**src/rtl/ksa_param.sv**
```systemverilog
// ksa_param: ARC4 key-scheduling engine driving a single-port S-box memory.
// Optionally fills S[i]=i, then runs the 256-step KSA swap loop using a key
// of KEY_BYTES bytes (byte 0 in the MSBs of key).
//
// Ports:
//   clk, rst_n  : system clock, asynchronous active-low reset
//   en / rdy    : start request / idle indication (accepted when both high)
//   key         : KEY_BYTES*8-bit key, latched on acceptance
//   addr        : S memory address
//   rddata      : S memory read data, valid READ_LAT cycles after addr
//   wrdata/wren : S memory write data / write enable
//   done        : one-cycle completion pulse
//
// state | meaning
// IDLE  | waiting for en
// INIT  | writing S[i]=i, one entry per cycle
// RD_I  | presenting addr=i for read
// WT_I  | waiting for S[i], captured into si at the last wait cycle
// RD_J  | registering j_new and presenting it as read address
// WT_J  | waiting for S[j], captured into sj at the last wait cycle
// WR_I  | writing S[i]=sj
// WR_J  | writing S[j]=si, advancing i and kidx
// FIN   | done pulse, ready for a back-to-back start
module ksa_param #(
   parameter int KEY_BYTES = 3,
   parameter int READ_LAT  = 1,
   parameter int INIT_EN   = 1
) (
   input  logic                   clk,
   input  logic                   rst_n,
   input  logic                   en,
   output logic                   rdy,
   input  logic [KEY_BYTES*8-1:0] key,
   output logic [7:0]             addr,
   input  logic [7:0]             rddata,
   output logic [7:0]             wrdata,
   output logic                   wren,
   output logic                   done
);

   localparam int KW = (KEY_BYTES > 1) ? $clog2(KEY_BYTES) : 1;

   typedef enum logic [3:0] {
      IDLE, INIT, RD_I, WT_I, RD_J, WT_J, WR_I, WR_J, FIN
   } state_t;

   state_t                 state, state_nxt;
   logic [7:0]             i_q, j_q, si_q, sj_q;
   logic [KW-1:0]          kidx_q;
   logic [KEY_BYTES*8-1:0] key_q;
   logic [1:0]             wait_q;
   logic                   start;
   logic                   wait_tc;
   logic [7:0]             key_byte;
   logic [7:0]             j_new;

   assign start   = en && rdy;
   assign wait_tc = (wait_q == 2'd0);

   // Byte select by comparison mux so no variable-width shift or divide is built.
   always_comb begin
      key_byte = 8'd0;
      for (int k = 0; k < KEY_BYTES; k++) begin
         if (kidx_q == KW'(k)) key_byte = key_q[(KEY_BYTES-1-k)*8 +: 8];
      end
   end

   assign j_new = j_q + si_q + key_byte;

   always_ff @(posedge clk or negedge rst_n) begin
      if (!rst_n) state <= IDLE;
      else        state <= state_nxt;
   end

   always_comb begin
      state_nxt = state;
      case (state)
         IDLE, FIN: begin
            if (start) state_nxt = (INIT_EN != 0) ? INIT : RD_I;
            else       state_nxt = IDLE;
         end
         INIT:    if (i_q == 8'hFF) state_nxt = RD_I;
         RD_I:    state_nxt = WT_I;
         WT_I:    if (wait_tc) state_nxt = RD_J;
         RD_J:    state_nxt = WT_J;
         WT_J:    if (wait_tc) state_nxt = WR_I;
         WR_I:    state_nxt = WR_J;
         WR_J:    state_nxt = (i_q == 8'hFF) ? FIN : RD_I;
         default: state_nxt = IDLE;
      endcase
   end

   always_ff @(posedge clk or negedge rst_n) begin
      if (!rst_n) begin
         i_q    <= 8'd0;
         j_q    <= 8'd0;
         si_q   <= 8'd0;
         sj_q   <= 8'd0;
         kidx_q <= '0;
         key_q  <= '0;
         wait_q <= 2'd0;
      end else begin
         case (state)
            IDLE, FIN: begin
               if (start) begin
                  key_q  <= key;
                  i_q    <= 8'd0;
                  j_q    <= 8'd0;
                  kidx_q <= '0;
               end
            end
            INIT: i_q <= i_q + 8'd1;
            RD_I: wait_q <= 2'(READ_LAT - 1);
            WT_I: begin
               if (wait_tc) si_q   <= rddata;
               else         wait_q <= wait_q - 2'd1;
            end
            RD_J: begin
               j_q    <= j_new;
               wait_q <= 2'(READ_LAT - 1);
            end
            WT_J: begin
               if (wait_tc) sj_q   <= rddata;
               else         wait_q <= wait_q - 2'd1;
            end
            WR_J: begin
               kidx_q <= (kidx_q == KW'(KEY_BYTES - 1)) ? '0 : kidx_q + KW'(1);
               i_q    <= i_q + 8'd1;
            end
            default: ;
         endcase
      end
   end

   always_comb begin
      rdy    = 1'b0;
      done   = 1'b0;
      wren   = 1'b0;
      addr   = 8'd0;
      wrdata = 8'd0;
      case (state)
         IDLE: rdy = 1'b1;
         INIT: begin
            addr   = i_q;
            wrdata = i_q;
            wren   = 1'b1;
         end
         RD_I: addr = i_q;
         RD_J: addr = j_new;
         WR_I: begin
            addr   = i_q;
            wrdata = sj_q;
            wren   = 1'b1;
         end
         WR_J: begin
            addr   = j_q;
            wrdata = si_q;
            wren   = 1'b1;
         end
         FIN: begin
            done = 1'b1;
            rdy  = 1'b1;
         end
         default: ;
      endcase
   end

endmodule

```
**config.mk**
```make
export PLATFORM = sky130hd
export DESIGN_NAME = ksa_param
export DESIGN_NICKNAME = d
export VERILOG_FILES = /design/src/rtl/ksa_param.sv
export SDC_FILE = /design/constraint.sdc
export NUM_CORES = 1
export LEC_CHECK = 0
export CAP_MARGIN = 20
export CORE_MARGIN = 8
export CORE_UTILIZATION = 49
export DETAILED_ROUTE_END_ITERATION = 16
export PLACE_DENSITY = 0.76
export SLEW_MARGIN = 20
export SYNTH_ARGS = -nofsm -noshare
export SYNTH_HDL_FRONTEND = slang
export SYNTH_SLANG_ARGS = --single-unit
```
**constraint.sdc**
```tcl
create_clock -name clk -period 3.65 [get_ports clk]
set_input_delay 0.73 -clock clk [delete_from_list [all_inputs] [get_ports clk]]
set_output_delay 0.73 -clock clk [all_outputs]
set_load 0.05 [all_outputs]
```
### After elaboration in Yosys (flattened, before gate mapping)

Cells that the tools add are included.

| storage, ports and cells | value |
|---|---|
| register bits | 64 |
| input bits | 35 |
| output and inout bits | 19 |
| logic and storage cells | 73 |

| cells by class | value |
|---|---|
| add/subtract/negate cells | 5 |
| equal/unequal tests | 16 |
| muxes and demuxes | 22 |
| reductions and logical operators | 22 |

Operator list:

| kind | count |
|---|---|
| one-hot mux 8 bit (3 select lines) | 2 |
| 2-to-1 mux 8 bit | 4 |
| one-hot mux 4 bit (8 select lines) | 1 |
| one-hot mux 8 bit (2 select lines) | 2 |
| adder 8 bit | 2 |
| == test 4 x 3 -> 1 bit, second input constant | 4 |
| 2-to-1 mux 4 bit | 4 |
| AND reduction 2 bit | 7 |
| adder 8 x 1 -> 8 bit, second input constant | 1 |
| == test 4 x 2 -> 1 bit, second input constant | 2 |
| == test 8 bit, second input constant | 1 |
| != test 2 bit, second input constant | 4 |
| one-hot mux 2 bit (2 select lines) | 2 |
| nonzero test 2 bit | 4 |
| OR reduction 2 bit | 4 |
| 2-to-1 mux 2 bit | 3 |
| OR reduction 3 bit | 2 |
| == test 4 x 1 -> 1 bit, second input constant | 1 |
| == test 4 bit, second input constant | 1 |
| logical NOT 2 bit | 2 |
| logical NOT 4 bit | 1 |
| 2-to-1 mux 1 bit | 4 |
| AND reduction 3 bit | 1 |
| adder 2 x 1 -> 2 bit, second input constant | 1 |
| other kinds (5) | 5 |

### Longest topological paths before layout

Gate-level depths: netlist of the first run.

| logic depth | value |
|---|---|
| depth in word-level cells | 6 |
| mapped depth | 14 |
| depth with buffers taken out | 13 |

### Worst setup path before layout of the first run

OpenSTA, ideal clock, no wires.

| path | value |
|---|---|
| kind | flip-flop to output port |
| start point | reg kidx_q[0] |
| end point | out addr[7] |
| arrival | 3.963 ns |
| required time | 2.920 ns |
| setup slack | -1.043 ns |
| stages on the path, launching flop included | 15 |
| buffers on the path | 1 |
| cell sequence | dfrtp_1 > buf_1 > mux2i_1 > nor2_1 > a21oi_1 > fa_1 > inv_1 > ha_1 > inv_1 > fa_1 > nor2b_1 > o31a_1 > o22ai_1 > xnor2_1 > o21ai_0 |

| between the ends | value |
|---|---|
| word-level cells in the longest chain between the ends | 6 |
| elaborated cells between the ends (all ways) | 8 |
| those cells by class | add/sub: 1; eq/ne: 2; mux: 4; reduce/logical: 1 |

RTL lines:

| what | line | text |
|---|---|---|
| start, declared | 49 | `logic [KW-1:0] kidx_q;` |
| start signal, assigned | 127 | `kidx_q <= (kidx_q == KW'(KEY_BYTES - 1)) ? '0 : kidx_q + KW'(1);` |
| logical NOT 2 bit | 64 | `if (kidx_q == KW'(k)) key_byte = key_q[(KEY_BYTES-1-k)*8 +: 8];` |
| 2-to-1 mux 8 bit (2 in a row) | 64 |  |
| 2-to-1 mux 8 bit (*) | 64 |  |
| adder 8 bit (*) | 68 | `assign j_new = j_q + si_q + key_byte;` |
| one-hot mux 8 bit (3 select lines) (*) | 141 | `case (state)` |
| end, declared | 34 | `output logic [7:0] addr,` |

Every way passes the cells marked *; elsewhere a longest branch is shown, timed or not.

### Worst setup path in the final report of the first run

| path | value |
|---|---|
| start point | reg kidx_q[0] |
| end point | out addr[6] |

The elaborated chain is that of the path after synthesis.

==> results of run 1 <==
## path summary, 6_finish.rpt
| path | end | depth (start not counted) | from |
|---|---|---|---|
| setup / recovery | addr[6] | 11 | kidx_q[0]$_DFFE_PN0P_ |
| hold / removal | state[2]$_DFFE_PN0P_ | 1 | rst_n |
| setup reg to reg | j_q[5]$_DFFE_PN0P_ | 13 | kidx_q[1]$_DFFE_PN0P_ |
| hold reg to reg | key_q[21]$_DFFE_PN0P_ | 2 | key_q[21]$_DFFE_PN0P_ |
| max in group asynchronous | kidx_q[0]$_DFFE_PN0P_ | 2 | rst_n |
| min in group clk | key_q[21]$_DFFE_PN0P_ | 2 | key_q[21]$_DFFE_PN0P_ |
## where the power goes
part / switching (uW) / total, uW / leakage (uW) / internal (uW)
Sequential: 51.6 / 814 / 0.000811 / 762
Clock: 272 / 623 / 0.000103 / 351
Combinational: 318 / 626 / 0.00120 / 308
Total: 641 / 2060 / 0.00211 / 1420
## layer usage
layer,routed length (microns),global-route usage,part of all wire
met2,4310,0.294,0.49
met3,458,0.0488,0.052
met4,252,0.101,0.029
met5,0,0,0
met1,3820,0.230,0.43
## timing repair
item                                    4_1_cts  5_1_grt
endpoints found under the setup margin        6        7
setup buffers                                 6        1
hold buffers                                  0        0
pin swaps                                    20       11
gates resized for setup                      21        3
hold endpoints to repair                      0        0
## area by class of cell
class / instances / area share
timing repair buffer: 71 / 0.158
clock buffer: 13 / 0.0344
sequential: 64 / 0.347
clock inverter: 3 / 0.00867
multi-input combinational: 264 / 0.403
tap: 99 / 0.0268
inverter: 27 / 0.0219
## stage by stage
stage | instances | hold WS, ns | cell area, sq um | util | worst slack [ns]
3_3_place_gp | 519 | 0.459 | 4280 | 0.597 | 0.134
3_5_place_dp | 519 | 0.465 | 4280 | 0.597 | 0.0335
4_1_cts | 540 | 0.481 | 4600 | 0.641 | -0.306
2_1_floorplan | 372 | 0.434 | 3600 | - | 0.00121
5_1_grt | 541 | 0.443 | 4620 | 0.644 | -0.414
6_report | 541 | 0.396 | 4620 | 0.644 | -0.290
## worst max-delay path, cell delays in order (launching register included)
cell      delay [ns]
dfrtp_2         0.44
buf_4           0.15
buf_6           0.12
mux2i_1         0.14
o21ai_1         0.13
fa_1            0.61
ha_4            0.23
or3b_2          0.45
a31oi_1         0.23
a211oi_2        0.09
nand2_2         0.12
buf_12          0.14
## registers in the layout, indices dropped and copies added (netlist names)
signal	count
si_q	8
state	4
sj_q	8
key_q	24
wait_q	2
kidx_q	2
j_q	8
i_q	8
## cells in the mapped netlist (3+ instances only)
cell type,instances
nor3_2,3
a211oi_1,3
nand2b_1,4
a221o_1,3
a21oi_1,11
mux2_2,16
xnor2_1,4
o21ai_0,21
and3_1,3
nand2_1,91
nor2_1,17
mux2i_1,9
a22oi_1,3
fa_1,8
clkbuf_1,5
ha_1,8
nor2_2,3
a21o_1,6
a222oi_1,10
inv_1,27
a22o_1,6
nor2b_1,4
buf_2,7
dfrtp_1,64
nor3_1,3
buf_6,3
## cell families after synthesis
kind of cell             count (synthesis)  synth area share
XOR/XNOR                                 6            0.0147
multiplexers                            25            0.0756
AND/OR/NAND/NOR                        146             0.192
adder cells (fa/ha/maj)                 16            0.0728
AO/OA/AOI/OAI                           71             0.140
flip-flops                              64             0.448
buffers and inverters                   44            0.0560
==> flow_metrics.py, run 1 <==
metrics = {
    "status": {
        "status": "finished, violations left",
        "violations": "negative setup slack",
    },
    "global_routing": {
        "grt_pass1_wl_microns": 14900,
        "antenna_found_initial": 0,
        "grt_pass1_vias": 3063,
        "grt_max_degree": 51,
        "grt_overflow": 0,
        "gr-usage-all-layers": 0.187,
    },
    "final_layout": {
        "area_growth_pct": 29.2,
        "multi_input_area_sq_um": 1860,
        "nNetsFinal": 488,
        "antenna_cells": 0,
        "drive_gt1_frac": 0.204,
        "fillCellCount": 578,
        "layout_commonest_cell": "nand2_1",
        "regArea_sq_um": 1600,
        "final_cell_mix": "nand2_1 (89), dfrtp_1 (63), clkdlybuf4s50_1 (44), inv_1 (26), buf_4 (18)",
    },
    "die": {
        "pin_count": 54,
        "core_sq_um": 7180,
        "rows": 31,
        "fp.dieH_microns": 101,
        "start_util": 0.498,
        "die-area_sq_um": 10300,
        "dieWidth_microns": 101,
    },
    "timing": {
        "final.setup.tns_ns": -1.05,
        "worst_slack_ns": -0.290,
        "rsz0062_at_grt": "true",
        "skew_ns": 0.00933,
        "slew_viol_final": 0,
        "fmaxAchievable_mhz": 254,
        "fin_crit_sh": 1.08,
        "setup_viol": 6,
        "slew_headroom": 0.381,
        "hold_viol": 0,
        "period_needed_ns": 3.94,
        "worst_pin_slew_ns": 0.927,
    },
    "synthesis": {
        "yosys-top-cells-area": "dfrtp_1 (45%), nand2_1 (9.6%), mux2_2 (5.0%)",
        "synth_edf_count": 0,
        "yosysWarnings": 0,
        "avgSynthCellArea_sq_um": 9.61,
        "async_reset_ff_frac": 1.00,
        "ys_ff_latch": 64,
        "synth_fp_nets": 423,
        "ys_seq_area_frac": 0.448,
        "syn_area_sq_um": 3570,
        "synthFlopType": "dfrtp_1",
        "syn_inst": 372,
        "synth.distinct_cells": 49,
        "yosys.area.top_type_share": 0.448,
        "yosysTopAreaCell": "dfrtp_1",
    },
    "critical_path": {
        "crit_type": "flip-flop to output pin",
        "worstPathRequired_ns": 2.92,
        "reg2reg_slack_ns": 0.86,
        "start_kind": "flip-flop",
        "endpoint_kind": "output pin",
        "cp.arrival_ns": 3.21,
        "cp_max_fo": 6,
    },
    "routing": {
        "drc": 0,
        "initialDrtViolationCount": 132,
        "vias": 2951,
        "viasPerCell": 5.45,
        "post_drt_wl_per_cell_microns": 16.3,
        "drtAntennaViolNets": 0,
        "dr.pass1.iters": 6,
        "routed_wl_microns": 8840,
    },
    "clock_network": {
        "cts.path.max_buffers": 2,
        "cts_made_buffers": 9,
        "cts_tree": "done",
        "clockRootBuffer": "clkbuf_8",
        "h-tree-depth": 3,
        "path_clk_slew_ns": 0.07,
        "cts_sinks": 64,
        "clock_latency_ns": 0.35,
    },
    "power_and_ir_drop": {
        "p_total_uw": 2060,
        "ir_worst_vdd_mv": 0.226,
        "cellLeakagePower_uw": 0.00211,
        "power.density_nw_per_um2": 447,
    },
    "place": {
        "dp_hpwl_microns": 6270,
        "port_buffers": 53,
        "finalWeightedCongestion": 0.898,
    },
    "worst_hold_path": {
        "hold_class": "input pin to async pin",
    },
    "job": {
        "drv_cap": 0,
    },
}
Power figures use the tool's default switching activity.
==> run 2: changes to the inputs <==
--- a/config.mk
+++ b/config.mk
@@ -8,6 +8,7 @@
 export CAP_MARGIN = 20
 export CORE_MARGIN = 8
 export CORE_UTILIZATION = 49
+export CTS_CLUSTER_DIAMETER = 200
 export DETAILED_ROUTE_END_ITERATION = 16
 export PLACE_DENSITY = 0.76
 export SLEW_MARGIN = 20
==> results of run 2 <==
No change in the layout: final DEF, timing and power equal those of run 1.
==> run 3: changes to the inputs <==
--- a/config.mk
+++ b/config.mk
@@ -10,7 +10,7 @@
 export CORE_UTILIZATION = 49
 export CTS_CLUSTER_DIAMETER = 200
 export DETAILED_ROUTE_END_ITERATION = 16
-export PLACE_DENSITY = 0.76
+export PLACE_DENSITY = 0.87
 export SLEW_MARGIN = 20
 export SYNTH_ARGS = -nofsm -noshare
 export SYNTH_HDL_FRONTEND = slang
==> run 3 against run 2 <==
The run still ends with negative setup slack left. Register-to-register slack worse by 0.05 ns. Flip-flop and latch count unchanged. Hold slack worse by 0.055 ns. Final cell count down 0.55%. Critical path depth up 3. Combinational power up 3%. Total power up 7.8%. Fmax about the same. Global-route usage up 0.39 points. Setup slack better by 0.0024 ns. Largest power group unchanged. Highest routed layer unchanged.
==> flow_metrics.py, run 3 (synthesis gave the netlist of run 1 again) <==
metrics = {
    "status": {
        "status": "finished, violations left",
        "violations": "negative setup slack",
    },
    "timing": {
        "fin_crit_sh": 1.08,
        "slew_viol_final": 0,
        "fmaxAchievable_mhz": 254,
        "worst_pin_slew_ns": 0.893,
        "hold_viol": 0,
        "period_needed_ns": 3.94,
        "whs_ns": 0.341,
        "skew_ns": 0.00622,
        "worst_slack_ns": -0.287,
        "setup_viol": 6,
        "rsz0062_at_grt": "true",
        "slew_headroom": 0.402,
    },
    "critical_path": {
        "crit_buf_inv": 3,
        "cp.arrival_ns": 3.21,
        "endpoint_kind": "output pin",
        "crit_type": "flip-flop to output pin",
        "cp_cell_sequence": "mux2i_1 > nor2_2 > a21oi_2 > fa_1 > inv_1 > ha_2 > inv_2 > fa_2 > nor2b_4 > o31a_1 > o22ai_2 > xnor2_2 > o21ai_4 > buf_12",
        "cp_max_fo": 4,
        "critPathTopFamily": "adder cells",
        "worstPathRequired_ns": 2.92,
        "critPathSlowestCell": "dfrtp_2",
        "cpPeakStageDelay_ns": 0.42,
        "start_kind": "flip-flop",
    },
    "die": {
        "core_sq_um": 7180,
        "pin_count": 54,
        "start_util": 0.498,
        "die-area_sq_um": 10300,
        "dieWidth_microns": 101,
        "fp.dieH_microns": 101,
        "rows": 31,
    },
    "power_and_ir_drop": {
        "power.density_nw_per_um2": 477,
        "cellLeakagePower_uw": 0.00212,
        "ir_worst_vdd_mv": 0.322,
        "p_total_uw": 2220,
    },
    "clock_network": {
        "h-tree-depth": 3,
        "cts_made_buffers": 9,
        "cts-hold-fix-buffers": 0,
        "cts_sinks": 64,
        "path_clk_slew_ns": 0.07,
        "clock_latency_ns": 0.35,
        "cts.path.max_buffers": 2,
        "cts_tree": "done",
        "clockRootBuffer": "clkbuf_8",
    },
    "global_routing": {
        "grt_pass1_vias": 3178,
        "gr-usage-all-layers": 0.191,
        "antenna_found_initial": 0,
        "grt_pass1_wl_microns": 15200,
        "grt_max_degree": 32,
        "grt_overflow": 0,
    },
    "routing": {
        "dr.pass1.iters": 5,
        "post_drt_wl_per_cell_microns": 16.6,
        "drtAntennaViolNets": 0,
        "routed_wl_microns": 8910,
        "initialDrtViolationCount": 242,
        "vias": 2995,
        "drc": 0,
        "viasPerCell": 5.57,
    },
    "final_layout": {
        "final_core_util": 0.650,
        "nNetsFinal": 485,
        "largest-register": "key_q",
        "area_growth_pct": 30.5,
        "final_cell_mix": "nand2_1 (90), dfrtp_1 (63), clkdlybuf4s50_1 (44), inv_1 (26)",
        "instances_no_fill": 538,
        "fillCellCount": 534,
        "largest_reg_flops": 24,
        "antenna_cells": 0,
        "drive_gt1_frac": 0.200,
        "layout_commonest_cell": "nand2_1",
    },
    "job": {
        "drv_cap": 0,
    },
    "place": {
        "place_inst": 520,
        "post-place-ws_ns": -0.0284,
        "dp_hpwl_microns": 6370,
        "port_buffers": 53,
        "finalWeightedCongestion": 0.933,
    },
    "worst_hold_path": {
        "hold_class": "input pin to async pin",
    },
}
run 3: cell types whose count changed in the layout (fill, tap and decap cells not counted), sizes merged:
cell / previous run / this run
clkinv: 2 / 1
clkbuf: 13 / 10
buf: 27 / 24
inv: 27 / 28
bufinv: 1 / 3
clkinvlp: 0 / 1
run 3: per-layer routing:
metal | wire, microns | vias up | global-route usage
met1 | 3660 | 1458 | 0.221
met2 | 4370 | 109 | 0.307
met4 | 358 | 0 | 0.123
met5 | 0 | - | 0
met3 | 525 | 30 | 0.0515
li1 | - | 1398 | -
run 3: final timing paths:
kind / start / end / slack, ns / cells after the start
min: rst_n / key_q[11]$_DFFE_PN0P_ / 0.34 / 1
max reg2reg: kidx_q[0]$_DFFE_PN0P_ / j_q[7]$_DFFE_PN0P_ / 0.81 / 13
min in group clk: key_q[17]$_DFFE_PN0P_ / key_q[17]$_DFFE_PN0P_ / 0.48 / 2
max in group asynchronous: rst_n / j_q[6]$_DFFE_PN0P_ / 2.53 / 3
min reg2reg: key_q[17]$_DFFE_PN0P_ / key_q[17]$_DFFE_PN0P_ / 0.48 / 2
max: kidx_q[0]$_DFFE_PN0P_ / addr[7] / -0.29 / 14
run 3: final cells by class:
| type | instances | area (sq um) | area share |
|---|---|---|---|
| Clock inverter | 6 | 115 | 0.0247 |
| Multi-Input combinational cell | 264 | 1860 | 0.400 |
| Sequential cell | 64 | 1600 | 0.344 |
| Tap cell | 99 | 124 | 0.0266 |
| Clock buffer | 10 | 138 | 0.0295 |
| Timing Repair Buffer | 68 | 717 | 0.154 |
| Inverter | 27 | 101 | 0.0217 |
run 3: power by group:
| part | switching [uW] | total (uW) | internal, uW | leakage [uW] |
|---|---|---|---|---|
| clock network | 290 | 766 | 475 | 0.000123 |
| registers | 54.0 | 816 | 762 | 0.000811 |
| logic | 329 | 643 | 314 | 0.00119 |
run 3: repair_timing:
| item | 4_1_cts | 5_1_grt |
|---|---|---|
| gates resized for setup | 21 | 4 |
| pin swaps | 8 | 2 |
| setup endpoints to repair | 6 | 14 |
| buffers inserted | 1 | 1 |
run 3: per-stage QoR:
step / TNS [ns] / instance area (sq um)
2_1_floorplan: 0 / 3600
3_3_place_gp: 0 / 4280
3_5_place_dp: -0.0284 / 4300
4_1_cts: -1.00 / 4640
5_1_grt: -1.85 / 4660
6_report: -1.17 / 4660
